`src/rtl/fwb_pkg.sv`:
```
// Shared constants for the FP register-file write-back arbiter.
//   FWB_NREQ       default number of write-back requesters
//   FWB_IDW        width of a requester index
//   FWB_ADD..MEM   requester slots for the FP units
//   FREG_CONST_*   inclusive range of constant-ROM registers
//   freg_writable  1 when a write to addr may reach the register file
package fwb_pkg;

  localparam int unsigned FWB_NREQ = 4;
  localparam int unsigned FWB_IDW  = 3;

  localparam int unsigned FWB_ADD = 0;
  localparam int unsigned FWB_MUL = 1;
  localparam int unsigned FWB_DIV = 2;
  localparam int unsigned FWB_MEM = 3;

  localparam int unsigned FREG_CONST_LO = 11;
  localparam int unsigned FREG_CONST_HI = 29;

  // f0 and the constant ROM window are read-only.
  function automatic logic freg_writable(input logic [31:0] addr);
    return (addr != 32'd0) &&
           !((addr >= 32'(FREG_CONST_LO)) && (addr <= 32'(FREG_CONST_HI)));
  endfunction

endpackage

```
`src/rtl/rr_arbiter.sv`:
```
// Round-robin arbiter with a registered priority pointer.
//   clk, rst   clock, asynchronous active-high reset
//   req        request vector
//   en         arbitration enable; 0 forces no grant
//   gnt_c      combinational one-hot grant (or zero)
//   gnt_idx_c  combinational index of the granted requester
module rr_arbiter
  import fwb_pkg::*;
#(
  parameter int unsigned NREQ = FWB_NREQ
) (
  input  logic                 clk,
  input  logic                 rst,
  input  logic [NREQ-1:0]      req,
  input  logic                 en,
  output logic [NREQ-1:0]      gnt_c,
  output logic [FWB_IDW-1:0]   gnt_idx_c
);

  localparam int unsigned IW = FWB_IDW;

  logic [IW-1:0] ptr;
  logic          found;

  // Search indices >= ptr first, then wrap to indices below ptr.
  always_comb begin
    gnt_c     = '0;
    gnt_idx_c = '0;
    found     = 1'b0;
    for (int j = 0; j < int'(NREQ); j++) begin
      if (en && !found && req[j] && (IW'(j) >= ptr)) begin
        found     = 1'b1;
        gnt_c[j]  = 1'b1;
        gnt_idx_c = IW'(j);
      end
    end
    for (int j = 0; j < int'(NREQ); j++) begin
      if (en && !found && req[j] && (IW'(j) < ptr)) begin
        found     = 1'b1;
        gnt_c[j]  = 1'b1;
        gnt_idx_c = IW'(j);
      end
    end
  end

  // Pointer moves past the winner; wraps explicitly for non-power-of-two NREQ.
  always_ff @(posedge clk or posedge rst) begin
    if (rst) begin
      ptr <= '0;
    end else if (found) begin
      ptr <= (gnt_idx_c == IW'(NREQ - 1)) ? '0 : gnt_idx_c + IW'(1);
    end
  end

endmodule

```
`src/rtl/fwb_arbiter.sv`:
```
// Write-back arbiter for the single FP register-file write port.
//   clk, rst    clock, asynchronous active-high reset
//   freeze      pipeline hold, blocks new grants
//   req_valid   per-requester write request
//   req_ready   per-requester grant (combinational, one-hot or zero)
//   req_addr    packed destination registers, AW bits per requester
//   req_data    packed write data, DW bits per requester
//   fwe         registered register-file write enable
//   rd_addr     registered write address
//   wdata       registered write data
//   drop        registered pulse: last accepted write hit a protected register
//   gnt_id      registered index of the requester behind fwe/drop
module fwb_arbiter
  import fwb_pkg::*;
#(
  parameter int unsigned NREQ = FWB_NREQ,
  parameter int unsigned AW   = 5,
  parameter int unsigned DW   = 32
) (
  input  logic                 clk,
  input  logic                 rst,
  input  logic                 freeze,
  input  logic [NREQ-1:0]      req_valid,
  output logic [NREQ-1:0]      req_ready,
  input  logic [NREQ*AW-1:0]   req_addr,
  input  logic [NREQ*DW-1:0]   req_data,
  output logic                 fwe,
  output logic [AW-1:0]        rd_addr,
  output logic [DW-1:0]        wdata,
  output logic                 drop,
  output logic [2:0]           gnt_id
);

  logic [NREQ-1:0]    gnt_c;
  logic [FWB_IDW-1:0] gnt_idx_c;
  logic               any_gnt_c;
  logic               wr_ok_c;
  logic [AW-1:0]      sel_addr_c;
  logic [DW-1:0]      sel_data_c;

  // No grant while held in reset, so nothing is acknowledged and then lost.
  rr_arbiter #(.NREQ(NREQ)) u_rr (
    .clk       (clk),
    .rst       (rst),
    .req       (req_valid),
    .en        (!freeze && !rst),
    .gnt_c     (gnt_c),
    .gnt_idx_c (gnt_idx_c)
  );

  assign req_ready = gnt_c;
  assign any_gnt_c = |gnt_c;

  // AND-OR mux on the one-hot grant.
  always_comb begin
    sel_addr_c = '0;
    sel_data_c = '0;
    for (int j = 0; j < int'(NREQ); j++) begin
      sel_addr_c = sel_addr_c | (req_addr[j*AW +: AW] & {AW{gnt_c[j]}});
      sel_data_c = sel_data_c | (req_data[j*DW +: DW] & {DW{gnt_c[j]}});
    end
  end

  assign wr_ok_c = freg_writable(32'(sel_addr_c));

  // Output stage; a filtered write leaves address/data untouched.
  always_ff @(posedge clk or posedge rst) begin
    if (rst) begin
      fwe     <= 1'b0;
      drop    <= 1'b0;
      rd_addr <= '0;
      wdata   <= '0;
      gnt_id  <= '0;
    end else begin
      fwe  <= any_gnt_c && wr_ok_c;
      drop <= any_gnt_c && !wr_ok_c;
      if (any_gnt_c) begin
        gnt_id <= 3'(gnt_idx_c);
      end
      if (any_gnt_c && wr_ok_c) begin
        rd_addr <= sel_addr_c;
        wdata   <= sel_data_c;
      end
    end
  end

endmodule
```
`config.mk`:
```
export PLATFORM = sky130hd
export DESIGN_NAME = fwb_arbiter
export DESIGN_NICKNAME = d
export VERILOG_FILES = /design/src/rtl/fwb_pkg.sv /design/src/rtl/rr_arbiter.sv /design/src/rtl/fwb_arbiter.sv
export SDC_FILE = /design/constraint.sdc
export NUM_CORES = 1
export LEC_CHECK = 0
export ABC_AREA = 1
export BUFFER_PORTS_ARGS = -buffer_cell sky130_fd_sc_hd__buf_2
export CAP_MARGIN = 10
export CORE_UTILIZATION = 43
export CTS_BUF_LIST = sky130_fd_sc_hd__clkbuf_4
export CTS_CLUSTER_SIZE = 14
export DETAILED_ROUTE_END_ITERATION = 8
export GPL_ROUTABILITY_DRIVEN = 0
export PLACE_DENSITY_LB_ADDON = 0.1
export SETUP_SLACK_MARGIN = 0.1
export SLEW_MARGIN = 20
export SYNTH_ARGS = -nofsm -noshare
export SYNTH_HDL_FRONTEND = slang
export SYNTH_HIERARCHICAL = 1
export SYNTH_SLANG_ARGS = --single-unit
export TNS_END_PERCENT = 5
```
`constraint.sdc`:
```
create_clock -name clk -period 2.5 [get_ports clk]
set_input_delay 0.25 -clock clk [delete_from_list [all_inputs] [get_ports clk]]
set_output_delay 0.25 -clock clk [all_outputs]
set_load 0.1 [all_outputs]
```
; ---- Word-level counts from Yosys, hierarchy flattened
; Cells that the tools add are included.
[word_totals]
reg_bits = 45
output_inout_bits = 46
inputBits = 155
[classes]
eq_ne = 1
magnitude_cmp = 10
bitwise_logic = 14
reduce_logical = 41
addsub = 1
mux = 23
[ops]
columns = cell, count
row1 = AND 32 bit, 4
row2 = bitwise OR 32 bit, 3
row3 = logical AND 1 bit, 28
row4 = AND 5 bit, 4
row5 = 2-to-1 mux 1 bit, 16
row6 = bitwise OR 5 bit, 3
row7 = 2-to-1 mux 2 bit, 6
row8 = logical NOT 1 bit, 11
row9 = >= comparator 1 x 3 -> 1 bit (first input constant), 2
row10 = >= comparator 2 x 3 -> 1 bit (first input constant), 2
row11 = < comparator 1 x 3 -> 1 bit (first input constant), 2
row12 = < comparator 2 x 3 -> 1 bit (first input constant), 2
row13 = >= comparator 5 x 4 -> 1 bit (second input constant), 1
row14 = <= comparator 5 bit (second input constant), 1
row15 = nonzero test 5 bit, 1
row16 = OR reduction 4 bit, 1
row17 = adder 2 x 1 -> 3 bit (second input constant), 1
row18 = 2-to-1 mux 3 bit, 1
row19 = equality test 2 bit (second input constant), 1

; ---- Logic depth before layout (Yosys ltp)
; Gate-level depths: netlist (run 1).
[logic_depth]
depth_word = 48
depth_mapped = 21
ltp_nobuf = 18

; ---- Hierarchy
; Netlist (run 1), hierarchy kept.
[by_module_without_submodules]
columns = mod, area_per_inst_um2, n_inst, seq_area_each_um2, cells_per_inst
row1 = fwb_arbiter, 2672.6, 1, 1051.0, 406
row2 = rr_arbiter, 282.8, 1, 50.0, 44

; ---- Worst setup path before layout (run 1)
; No wires, ideal clock.
[synth_path]
path_type = input to register
start = in rst
end = reg rd_addr[0]
required_ns = 2.379
path_stages = 18
setup_time_ns = 0.121
path_slack_ns = -0.505
arrival_time_ns = 2.884
n_path_buf = 3
cell_sequence = nor2_1 > nand2_1 > inv_1 > nand2_2 > nand3_4 > nor2_2 > nand2_1 > nand2_1 > buf_6 > a22o_1 > nor2_2 > inv_1 > nand2_4 > nand2_2 > buf_6 > buf_12 > nand2_2 > nand2_1
[synth_between]
word_cells_on_any_way = 61
cone_classes = 2 x order compare / 14 x mux / 7 x bitwise / 38 x reduce/logical
[synth_rtl]
columns = item, line
row1 = from (decl), fwb_arbiter.sv:21  ; input logic rst,
row2 = logical NOT 1 bit (no line) *, --
row3 = logical AND 1 bit *, fwb_arbiter.sv:46  ; .en (!freeze && !rst),
row4 = logical AND 1 bit (2 in series), rr_arbiter.sv:31  ; if (en && !found && req[j] && (IW'(j) >= ptr)) begin
row5 = 2-to-1 mux 1 bit, rr_arbiter.sv:31
row6 = logical NOT 1 bit, rr_arbiter.sv:31
row7 = logical AND 1 bit (3 in series), rr_arbiter.sv:31
row8 = 2-to-1 mux 1 bit, rr_arbiter.sv:31
row9 = logical NOT 1 bit, rr_arbiter.sv:31
row10 = [14 not listed], --
row11 = via req_ready[0], fwb_arbiter.sv:24  ; output logic [NREQ-1:0] req_ready,
row12 = AND 5 bit, fwb_arbiter.sv:59  ; sel_addr_c = sel_addr_c | (req_addr[j*AW +: AW] & {AW{gnt_c[j]}});
row13 = bitwise OR 5 bit (3 in series), fwb_arbiter.sv:59
row14 = >= comparator 5 x 4 -> 1 bit / <= comparator 5 bit (equally long branches), fwb_pkg.sv:23  ; !((addr >= 32'(FREG_CONST_LO)) && (addr <= 32'(FREG_CONST_HI)));
row15 = logical AND 1 bit, fwb_pkg.sv:23
row16 = logical NOT 1 bit, fwb_pkg.sv:23
row17 = logical AND 1 bit, fwb_pkg.sv:22  ; return (addr != 32'd0) &&
row18 = logical AND 1 bit, fwb_arbiter.sv:80  ; if (any_gnt_c && wr_ok_c) begin
row19 = to (signal assigned), fwb_arbiter.sv:81  ; rd_addr <= sel_addr_c;
row20 = to (decl), fwb_arbiter.sv:28  ; output logic [AW-1:0] rd_addr,
; Mark *: on every way through the listed nets, which the timed path passes. The rest lies on a longest branch.
; A chain may end at the register's enable or synchronous reset.

; ---- Final worst setup path (run 1)
[layout_path]
start = reg u_rr.ptr[1]
end = out req_ready[1]
[layout_between]
elab_chain_cells = 28
word_cells_on_any_way = 34
cone_classes = 6 x order compare / 7 x mux / 21 x reduce/logical
[layout_lines]
columns = item, line
row1 = from (decl), rr_arbiter.sv:22  ; logic [IW-1:0] ptr;
row2 = from (signal assigned), rr_arbiter.sv:51  ; ptr <= (gnt_idx_c == IW'(NREQ - 1)) ? '0 : gnt_idx_c + IW'(1);
row3 = >= comparator 1 x 3 -> 1 bit, rr_arbiter.sv:31
row4 = logical AND 1 bit, rr_arbiter.sv:31
row5 = 2-to-1 mux 1 bit, rr_arbiter.sv:31
row6 = logical NOT 1 bit, rr_arbiter.sv:31
row7 = logical AND 1 bit (3 in series), rr_arbiter.sv:31
row8 = 2-to-1 mux 1 bit, rr_arbiter.sv:31
row9 = logical NOT 1 bit, rr_arbiter.sv:31
row10 = logical AND 1 bit (3 in series), rr_arbiter.sv:31
row11 = [2 not listed], --
row12 = logical AND 1 bit (3 in series), rr_arbiter.sv:31
row13 = 2-to-1 mux 1 bit, rr_arbiter.sv:31
row14 = logical NOT 1 bit, rr_arbiter.sv:38  ; if (en && !found && req[j] && (IW'(j) < ptr)) begin
row15 = logical AND 1 bit (3 in series), rr_arbiter.sv:38
row16 = 2-to-1 mux 1 bit, rr_arbiter.sv:38
row17 = logical NOT 1 bit, rr_arbiter.sv:38
row18 = logical AND 1 bit (3 in series), rr_arbiter.sv:38
row19 = 2-to-1 mux 1 bit *, rr_arbiter.sv:38
row20 = to (decl), fwb_arbiter.sv:24
; Mark *: on every way between the ends. The rest lies on a longest branch, timed or not.

==> report_table.html, run 1 <==
<table>
<tr><th>Metric</th><th>Value</th></tr>
<tr><th colspan="2">Power</th></tr>
<tr><td>Power density over the cells</td><td>1190 nW/um^2</td></tr>
<tr><td>Leakage component of the power</td><td>2.48 nW</td></tr>
<tr><td>Overall Power</td><td>0.00506 W</td></tr>
<tr><td>Peak supply drop</td><td>0.834 mV</td></tr>
<tr><th colspan="2">STA</th></tr>
<tr><td>Max-slew violation count</td><td>0</td></tr>
<tr><td>Maximum achievable frequency</td><td>450 MHz</td></tr>
<tr><td>Slew headroom</td><td>40.5%</td></tr>
<tr><td>Final Hold Fails</td><td>0</td></tr>
<tr><td>Final worst clock skew</td><td>0.0151 ns</td></tr>
<tr><td>RSZ-0062 raised after global routing</td><td>no</td></tr>
<tr><td>Number of failing setup endpoints in the final timing report</td><td>0</td></tr>
<tr><td>Crit path time final</td><td>2.22 ns</td></tr>
<tr><td>Pin slew with the least headroom to its limit</td><td>0.892 ns</td></tr>
<tr><td>Accumulated negative setup slack</td><td>0 ns</td></tr>
<tr><td>Fraction of the cycle the final worst path needs</td><td>88.8%</td></tr>
<tr><th colspan="2">Routing</th></tr>
<tr><td>Wire per inst</td><td>13.2 um</td></tr>
<tr><td>Final ANT Viol Nets</td><td>0</td></tr>
<tr><td>Via density per instance</td><td>5.02</td></tr>
<tr><td>Final Routed Wirelength</td><td>9570 um</td></tr>
<tr><td>Routed via count</td><td>3641</td></tr>
<tr><td>DRC errors left</td><td>15</td></tr>
<tr><td>Violation count after the first detailed-routing iteration</td><td>154</td></tr>
<tr><td>Number of detailed-route iterations in the first pass</td><td>9</td></tr>
<tr><th colspan="2">Placement</th></tr>
<tr><td>HPWL after detailed placement</td><td>7390 um</td></tr>
<tr><td>Count of placed standard cells including taps</td><td>715</td></tr>
<tr><td>Cell Area, Placed</td><td>4080 sq um</td></tr>
<tr><td>Number of buffer cells added on primary ports</td><td>200</td></tr>
<tr><th colspan="2">Die</th></tr>
<tr><td>Number of core rows</td><td>29</td></tr>
<tr><td>Chip height</td><td>84.9 um</td></tr>
<tr><td>Die boundary width</td><td>84.9 um</td></tr>
<tr><td>Starting utilization of the core area</td><td>45.5%</td></tr>
<tr><td>Die area</td><td>7210 sq um</td></tr>
<tr><td>Total I/O pin count</td><td>201</td></tr>
<tr><td>Core outline area</td><td>6490 sq um</td></tr>
<tr><th colspan="2">Global routing</th></tr>
<tr><td>Maximum number of pins on one net before global-route repair</td><td>43</td></tr>
<tr><td>Aggregate global-route resource usage</td><td>26.6%</td></tr>
<tr><td>Number of antenna violations at the first check in global routing</td><td>0</td></tr>
<tr><td>Remaining global-route overflow</td><td>0</td></tr>
<tr><td>Via count of the first global-routing pass</td><td>3477</td></tr>
<tr><td>Global-route wire length before repair</td><td>15300 um</td></tr>
<tr><th colspan="2">Clocking</th></tr>
<tr><td>Clock transition time at the flip-flop clock pins of the worst setup and hold paths</td><td>0.14 ns</td></tr>
<tr><td>Maximum buffer depth of the clock tree</td><td>2</td></tr>
<tr><td>Cts bufs inserted</td><td>5</td></tr>
<tr><td>Number of buffers inserted to repair setup after CTS</td><td>0</td></tr>
<tr><td>Clock network latency to the later pin of the worst-skew pair</td><td>0.35 ns</td></tr>
<tr><td>TritonCTS Sinks</td><td>44</td></tr>
<tr><td>Root Driver</td><td>clkbuf_4</td></tr>
<tr><td>Max H-tree Level</td><td>2</td></tr>
<tr><td>Clock tree from TritonCTS</td><td>done</td></tr>
<tr><th colspan="2">Finish</th></tr>
<tr><td>Antenna fix cells</td><td>0</td></tr>
<tr><td>Fin nets</td><td>802</td></tr>
<tr><td>Area delta synth-&gt;final</td><td>43.7%</td></tr>
<tr><td>Footprint of the multi-input gates</td><td>1660 sq um</td></tr>
<tr><td>Area taken by flip-flops and latches</td><td>1100 sq um</td></tr>
<tr><td>Share of the core filled with cells</td><td>65.4%</td></tr>
<tr><td>Count of placed standard cells in the final layout, fillers left out</td><td>725</td></tr>
<tr><td>Ratio of cells with drive above 1 in the final layout</td><td>40.7%</td></tr>
<tr><td>Finished layout cell area</td><td>4250 sq um</td></tr>
<tr><td>FILL cells</td><td>600</td></tr>
<tr><th colspan="2">Worst setup path</th></tr>
<tr><td>Crit path cell chain</td><td>nand2_2, nand2_2, nand3_4, nor3_4, nand2_2, nand2_4, buf_6, buf_12</td></tr>
<tr><td>CP max-delay cell</td><td>dfrtp_2</td></tr>
<tr><td>Max Fanout on Critical Path</td><td>24</td></tr>
<tr><td>CP Data Required Time</td><td>2.25 ns</td></tr>
<tr><td>Reg-to-reg setup timing slack</td><td>0.31 ns</td></tr>
<tr><td>Worst path most repeated cell</td><td>nand2_2</td></tr>
<tr><td>Type of the worst setup path</td><td>reg2out</td></tr>
<tr><td>Crit start category</td><td>flip-flop</td></tr>
<tr><td>Crit. End Element</td><td>output pin</td></tr>
<tr><td>Slowest stage delay, CP</td><td>0.44 ns</td></tr>
<tr><td>WP data arrival</td><td>1.97 ns</td></tr>
<tr><th colspan="2">Synth</th></tr>
<tr><td>Post-Synthesis Cells</td><td>450</td></tr>
<tr><td>Synth top area cells</td><td>dfrtp_1 (37%), nand2_1 (31%), nand4_1 (7.4%), nand3_1 (7.3%), nand2_2 (3.4%)</td></tr>
<tr><td>Share of the synthesized area in the top cell type</td><td>37.3%</td></tr>
<tr><td>Average footprint of a synthesized cell</td><td>6.57 sq um</td></tr>
<tr><td>Sequential cell area fraction in the yosys report</td><td>37.3%</td></tr>
<tr><td>Synth area leader</td><td>dfrtp_1</td></tr>
<tr><td>Number of nets produced by synthesis</td><td>605</td></tr>
<tr><td>Unique cell type count in the Yosys netlist</td><td>22</td></tr>
<tr><td>Number of synthesized register bits</td><td>44</td></tr>
<tr><td>Count of warnings emitted by yosys</td><td>6</td></tr>
<tr><td>Post-Synthesis Cell Area</td><td>2960 sq um</td></tr>
<tr><th colspan="2">Status</th></tr>
<tr><td>Result of the run</td><td>finished with violations</td></tr>
<tr><td>Failing checks</td><td>DRC</td></tr>
<tr><th colspan="2">Hold path</th></tr>
<tr><td>Hold Path Class</td><td>in2async</td></tr>
<tr><th colspan="2">Job</th></tr>
<tr><td>Max capacitance violation total</td><td>0</td></tr>
</table>
## cells in the final DEF, fill, tap and decap left out, drive strengths merged
master / n
nor3: 1
dfrtp: 44
nor4: 1
nand3: 45
o2111ai: 1
inv: 17
clkinv: 1
clkbuf: 7
clkinvlp: 1
a22o: 1
bufinv: 1
nand2: 261
dlygate4sd3: 1
buf: 215
nand4: 35
o211ai: 1
nor2: 14
conb: 1
## layout make-up
| cell class | count | area share [%] |
|---|---|---|
| repair buffers | 217 | 29.1 |
| clock inverters | 2 | 0.825 |
| multi-input cells | 361 | 39.0 |
| inverters | 18 | 1.74 |
| clock buffers | 6 | 1.06 |
| well taps | 77 | 2.27 |
| flip-flops and latches | 44 | 26.0 |
## cell usage after synthesis
cell type / number
nand3_4: 2
nor3_4: 1
inv_1: 15
nand3_1: 43
nand2_4: 2
nor2_2: 5
dfrtp_1: 44
conb_1: 1
buf_2: 6
buf_12: 1
nor4_1: 1
nand2_1: 243
nand2_2: 16
buf_4: 3
clkbuf_1: 13
buf_6: 4
o2111ai_1: 1
o211ai_1: 1
a22o_1: 1
nor2_1: 9
inv_2: 3
nand4_1: 35
## worst paths after layout
check / from / endpoint / cells after the start
worst max-delay path: u_rr/ptr[1]$_DFFE_PP0P_ / req_ready[1] / 8
worst min-delay path: rst / gnt_id[1]$_DFFE_PP0P_ / 2
worst max register to register: u_rr/ptr[1]$_DFFE_PP0P_ / wdata[17]$_DFFE_PP0P_ / 17
worst min register to register: wdata[19]$_DFFE_PP0P_ / wdata[19]$_DFFE_PP0P_ / 2
max in group asynchronous: rst / wdata[9]$_DFFE_PP0P_ / 2
min in group clk: req_data[92] / wdata[28]$_DFFE_PP0P_ / 5
## flip-flops by register name, indices dropped and copies added, names as in the netlist
name and count:
u_rr/ptr 2, drop 1, gnt_id 3, rd_addr 5, fwe 1, wdata 32
## where the power goes
group | internal, W | switching (W) | leakage, nW
registers | 0.000985 | 0.000171 | 0.576
clock network | 0.000221 | 0.000233 | 0.0456
logic | 0.000657 | 0.00279 | 1.86
total | 0.00186 | 0.00320 | 2.48
## what timing repair did
item,in CTS,in global routing
hold endpoints to repair,2,0
resized for setup,1,12
pin swaps,0,2
endpoints found under the setup margin,1,40
cloned,0,1
hold buffers,1,0
## routing by layer
metal	wire length (um)	share of wire, %	GRT usage [%]
met1	3940	41	31.3
met2	4920	51	48.5
met3	565	5.9	5.64
met4	145	1.5	8.63
met5	0	0	0
## logic make-up (layout without fill, tap and decap cells)
kind of cell           after synthesis  after routing  share of synthesized area [%]
AOI/OAI and AO/OA                    3              3                          0.847
DFF                                 44             44                           37.3
buffers and inverters               45            243                           7.92
other                                1              1                          0.127
and+or+nand+nor                    357            357                           53.9
## per-stage QoR
step	setup slack, ns	hold WS (ns)
finish	0.280	0.0873
detailed placement	0.181	0.157
floorplan	-0.166	-0.00882
global placement	0.276	0.154
global route	0.113	0.158
CTS	0.115	0.136
## worst max-delay path, delay by kind of cell (launching register included)
family,cells,cell delay (ns)
and+or+nand+nor,6,0.71
DFF,1,0.44
buffers and inverters,2,0.45
Note: power is estimated with default switching activity, not from simulation.
==> run 2, diff against run 1 <==
- CORE_UTILIZATION: 43 -> 35
- REMOVE_ABC_BUFFERS: unset -> 1
==> report_table.html, run 2 (synthesis results as in run 1) <==
<table>
<tr><th>Metric</th><th>Value</th></tr>
<tr><th colspan="2">Status</th></tr>
<tr><td>Result of the run</td><td>complete, no violations (was finished with violations)</td></tr>
<tr><th colspan="2">Placement</th></tr>
<tr><td>Count of placed standard cells including taps</td><td>744 (was 715)</td></tr>
<tr><td>Cell Area, Placed</td><td>4130 sq um (was 4080 sq um)</td></tr>
<tr><td>Worst Setup Slack post-DPL</td><td>-0.0512 ns (was 0.181 ns)</td></tr>
<tr><td>Number of buffer cells added on primary ports</td><td>200 (unchanged)</td></tr>
<tr><td>HPWL after detailed placement</td><td>7530 um (was 7390 um)</td></tr>
<tr><th colspan="2">Finish</th></tr>
<tr><td>Count of placed standard cells in the final layout, fillers left out</td><td>754 (was 725)</td></tr>
<tr><td>Fin nets</td><td>804 (was 802)</td></tr>
<tr><td>Most frequent cells in the layout</td><td>nand2_1 (241), buf_2 (196), nand3_1 (43), dfrtp_1 (43), nand4_1 (35) (was nand2_1 (240), buf_2 (196), dfrtp_1 (43))</td></tr>
<tr><td>FILL cells</td><td>836 (was 600)</td></tr>
<tr><td>Area delta synth-&gt;final</td><td>43.3% (was 43.7%)</td></tr>
<tr><td>Antenna fix cells</td><td>0 (unchanged)</td></tr>
<tr><td>Register containing the most flip-flops in the final layout</td><td>wdata (unchanged)</td></tr>
<tr><td>Largest registers</td><td>wdata: 32 flops, rd_addr: 5 flops, gnt_id: 3 flops (unchanged)</td></tr>
<tr><td>Finished layout cell area</td><td>4240 sq um (was 4250 sq um)</td></tr>
<tr><td>Most frequent standard cell in the layout excluding fill and tap cells</td><td>nand2_1 (unchanged)</td></tr>
<tr><td>Max FFs per register</td><td>32 (unchanged)</td></tr>
<tr><td>Area taken by flip-flops and latches</td><td>1100 sq um (unchanged)</td></tr>
<tr><td>Footprint of the multi-input gates</td><td>1650 sq um (was 1660 sq um)</td></tr>
<tr><td>Ratio of cells with drive above 1 in the final layout</td><td>40.2% (was 40.7%)</td></tr>
<tr><th colspan="2">Worst setup path</th></tr>
<tr><td>CP max-delay cell</td><td>dfrtp_2 (unchanged)</td></tr>
<tr><td>Start of the worst register-to-register path</td><td>u_rr/ptr[1]$_DFFE_PP0P_ (unchanged)</td></tr>
<tr><td>Crit. End Element</td><td>output pin (unchanged)</td></tr>
<tr><td>WP data arrival</td><td>2.11 ns (was 1.97 ns)</td></tr>
<tr><td>Crit start category</td><td>flip-flop (unchanged)</td></tr>
<tr><td>Total stage count of the critical path</td><td>8 (unchanged)</td></tr>
<tr><td>Type of the worst setup path</td><td>reg2out (unchanged)</td></tr>
<tr><td>Number of cells on the worst reg-to-reg path</td><td>16 (was 17)</td></tr>
<tr><td>Worst path top cell family by delay</td><td>simple AND/OR/NAND/NOR gates (unchanged)</td></tr>
<tr><td>Launch point of the critical path</td><td>u_rr/ptr[1]$_DFFE_PP0P_ (unchanged)</td></tr>
<tr><td>Crit path cell chain</td><td>inv_2, nand3_1, nand3_4, nor2_2, nand4_1, nand2_2, buf_4, buf_12 (was nand2_2, nand2_2, nand3_4, nor3_4, nand2_2, nand2_4, buf_6, buf_12)</td></tr>
<tr><td>Max Fanout on Critical Path</td><td>19 (was 24)</td></tr>
<tr><td>Buffering stage count on the worst path with inverters included</td><td>3 (was 2)</td></tr>
<tr><td>CP Data Required Time</td><td>2.25 ns (about the same)</td></tr>
<tr><td>Slowest stage delay, CP</td><td>0.43 ns (was 0.44 ns)</td></tr>
<tr><th colspan="2">Power</th></tr>
<tr><td>Logic pwr share</td><td>69.8% (was 68.2%)</td></tr>
<tr><td>Switching power share of the total</td><td>64.8% (was 63.2%)</td></tr>
<tr><td>Peak supply drop</td><td>0.633 mV (was 0.834 mV)</td></tr>
<tr><td>Sequential share of power</td><td>23.4% (was 22.8%)</td></tr>
<tr><td>Cell Int Power</td><td>0.00173 W (was 0.00186 W)</td></tr>
<tr><td>Leakage component of the power</td><td>2.48 nW (about the same)</td></tr>
<tr><td>Power density over the cells</td><td>1160 nW/um^2 (was 1190 nW/um^2)</td></tr>
<tr><td>Switching power total</td><td>0.00319 W (was 0.00320 W)</td></tr>
<tr><td>Clock power frac</td><td>6.9% (was 9.0%)</td></tr>
<tr><th colspan="2">STA</th></tr>
<tr><td>Final Hold Fails</td><td>0 (unchanged)</td></tr>
<tr><td>Crit path time final</td><td>2.36 ns (was 2.22 ns)</td></tr>
<tr><td>Final worst clock skew</td><td>0.00650 ns (was 0.0151 ns)</td></tr>
<tr><td>Accumulated negative setup slack</td><td>0 ns (unchanged)</td></tr>
<tr><td>Number of failing setup endpoints in the final timing report</td><td>0 (unchanged)</td></tr>
<tr><td>Maximum achievable frequency</td><td>423 MHz (was 450 MHz)</td></tr>
<tr><td>Final critical-path setup slack</td><td>0.139 ns (was 0.280 ns)</td></tr>
<tr><td>Pin slew with the least headroom to its limit</td><td>0.887 ns (was 0.892 ns)</td></tr>
<tr><td>RSZ-0062 raised after global routing</td><td>yes (was no)</td></tr>
<tr><td>Slew headroom</td><td>40.8% (was 40.5%)</td></tr>
<tr><td>Fraction of the cycle the final worst path needs</td><td>94.5% (was 88.8%)</td></tr>
<tr><td>Max-slew violation count</td><td>0 (unchanged)</td></tr>
<tr><th colspan="2">Clocking</th></tr>
<tr><td>TritonCTS Sinks</td><td>44 (unchanged)</td></tr>
<tr><td>Root Driver</td><td>clkbuf_4 (unchanged)</td></tr>
<tr><td>Cts bufs inserted</td><td>5 (unchanged)</td></tr>
<tr><td>Clock transition time at the flip-flop clock pins of the worst setup and hold paths</td><td>0.12 ns (was 0.14 ns)</td></tr>
<tr><td>Clock tree from TritonCTS</td><td>done (unchanged)</td></tr>
<tr><td>Clock network latency to the later pin of the worst-skew pair</td><td>0.35 ns (about the same)</td></tr>
<tr><td>Maximum buffer depth of the clock tree</td><td>2 (unchanged)</td></tr>
<tr><td>Max H-tree Level</td><td>2 (unchanged)</td></tr>
<tr><th colspan="2">Routing</th></tr>
<tr><td>DRC errors left</td><td>0 (was 15)</td></tr>
<tr><td>Final ANT Viol Nets</td><td>0 (unchanged)</td></tr>
<tr><td>Routed via count</td><td>3624 (was 3641)</td></tr>
<tr><td>Final Routed Wirelength</td><td>9880 um (was 9570 um)</td></tr>
<tr><td>Wire per inst</td><td>13.1 um (was 13.2 um)</td></tr>
<tr><td>Violation count after the first detailed-routing iteration</td><td>108 (was 154)</td></tr>
<tr><td>Via density per instance</td><td>4.81 (was 5.02)</td></tr>
<tr><td>Number of detailed-route iterations in the first pass</td><td>6 (was 9)</td></tr>
<tr><th colspan="2">Global routing</th></tr>
<tr><td>Number of antenna violations at the first check in global routing</td><td>0 (unchanged)</td></tr>
<tr><td>Via count of the first global-routing pass</td><td>3131 (was 3477)</td></tr>
<tr><td>Remaining global-route overflow</td><td>0 (unchanged)</td></tr>
<tr><td>Aggregate global-route resource usage</td><td>21.6% (was 26.6%)</td></tr>
<tr><td>Maximum number of pins on one net before global-route repair</td><td>43 (unchanged)</td></tr>
<tr><td>Global-route wire length before repair</td><td>14800 um (was 15300 um)</td></tr>
<tr><th colspan="2">Job</th></tr>
<tr><td>Max capacitance violation total</td><td>0 (unchanged)</td></tr>
<tr><th colspan="2">Die</th></tr>
<tr><td>Core outline area</td><td>8180 sq um (was 6490 sq um)</td></tr>
<tr><td>Total I/O pin count</td><td>201 (unchanged)</td></tr>
<tr><td>Starting utilization of the core area</td><td>36.1% (was 45.5%)</td></tr>
<tr><td>Chip height</td><td>93.9 um (was 84.9 um)</td></tr>
<tr><td>Die area</td><td>8820 sq um (was 7210 sq um)</td></tr>
<tr><td>Die boundary width</td><td>93.9 um (was 84.9 um)</td></tr>
<tr><td>Number of core rows</td><td>33 (was 29)</td></tr>
<tr><th colspan="2">Hold path</th></tr>
<tr><td>Hold Path Class</td><td>in2async (unchanged)</td></tr>
</table>
run 2: final cells by class:
cell class,count,area share [%]
Multi-Input combinational cell,361,38.8
Timing Repair Buffer,219,29.2
Sequential cell,44,26.0
Tap cell,105,3.10
Inverter,18,1.60
Clock buffer,6,1.06
Clock inverter,1,0.118
run 2: worst reg2reg max path: cells and delay by family, from the launching register on:
kind / cells / cell delay, ns
buffers and inverters: 2 / 0.23
flip-flops: 1 / 0.43
AND/OR/NAND/NOR: 14 / 1.53
run 2: per-stage QoR:
stage	power [W]	hold slack, ns	utilization [%]
after floorplan	0.00377	-0.00882	-
after global placement	0.00455	0.125	50.5
after detailed placement	0.00458	0.132	50.5
after CTS	0.00492	0.120	51.2
after global routing	0.00515	0.186	51.8
final	0.00491	0.0868	51.8
run 2: final timing paths:
kind                       slack [ns]                    end
max in group asynchronous        1.85  wdata[20]$_DFFE_PP0P_
setup / recovery                 0.14           req_ready[2]
min in group clk                 0.23  wdata[25]$_DFFE_PP0P_
hold reg to reg                  0.48  wdata[24]$_DFFE_PP0P_
hold / removal                   0.09   wdata[2]$_DFFE_PP0P_
setup reg to reg                 0.21   wdata[9]$_DFFE_PP0P_
run 2: layer usage:
metal	vias up	routed length (um)	part of all wire, %	global-route usage (%)
li1	1836	-	-	-
met1	1614	4410	45	27.9
met2	164	4610	47	36.6
met3	10	720	7.3	4.37
met4	0	136	1.4	5.64
met5	-	0	0	0
run 2: repair_timing:
| action | CTS | global route |
|---|---|---|
| endpoints found under the setup margin | 0 | 41 |
| gates resized for setup | 0 | 11 |
| hold buffers | 1 | 0 |
| buffers inserted | 0 | 2 |
| endpoints found under the hold margin | 2 | 0 |
run 2: power by group through the flow:
stage                     registers (W)  logic [W]  clock network [W]
after floorplan                 0.00310   0.000675                  0
after global placement          0.00115    0.00340                  0
after detailed placement        0.00115    0.00342                  0
after CTS                       0.00114    0.00342           0.000352
after global routing            0.00118    0.00359           0.000380
final                           0.00115    0.00343           0.000338
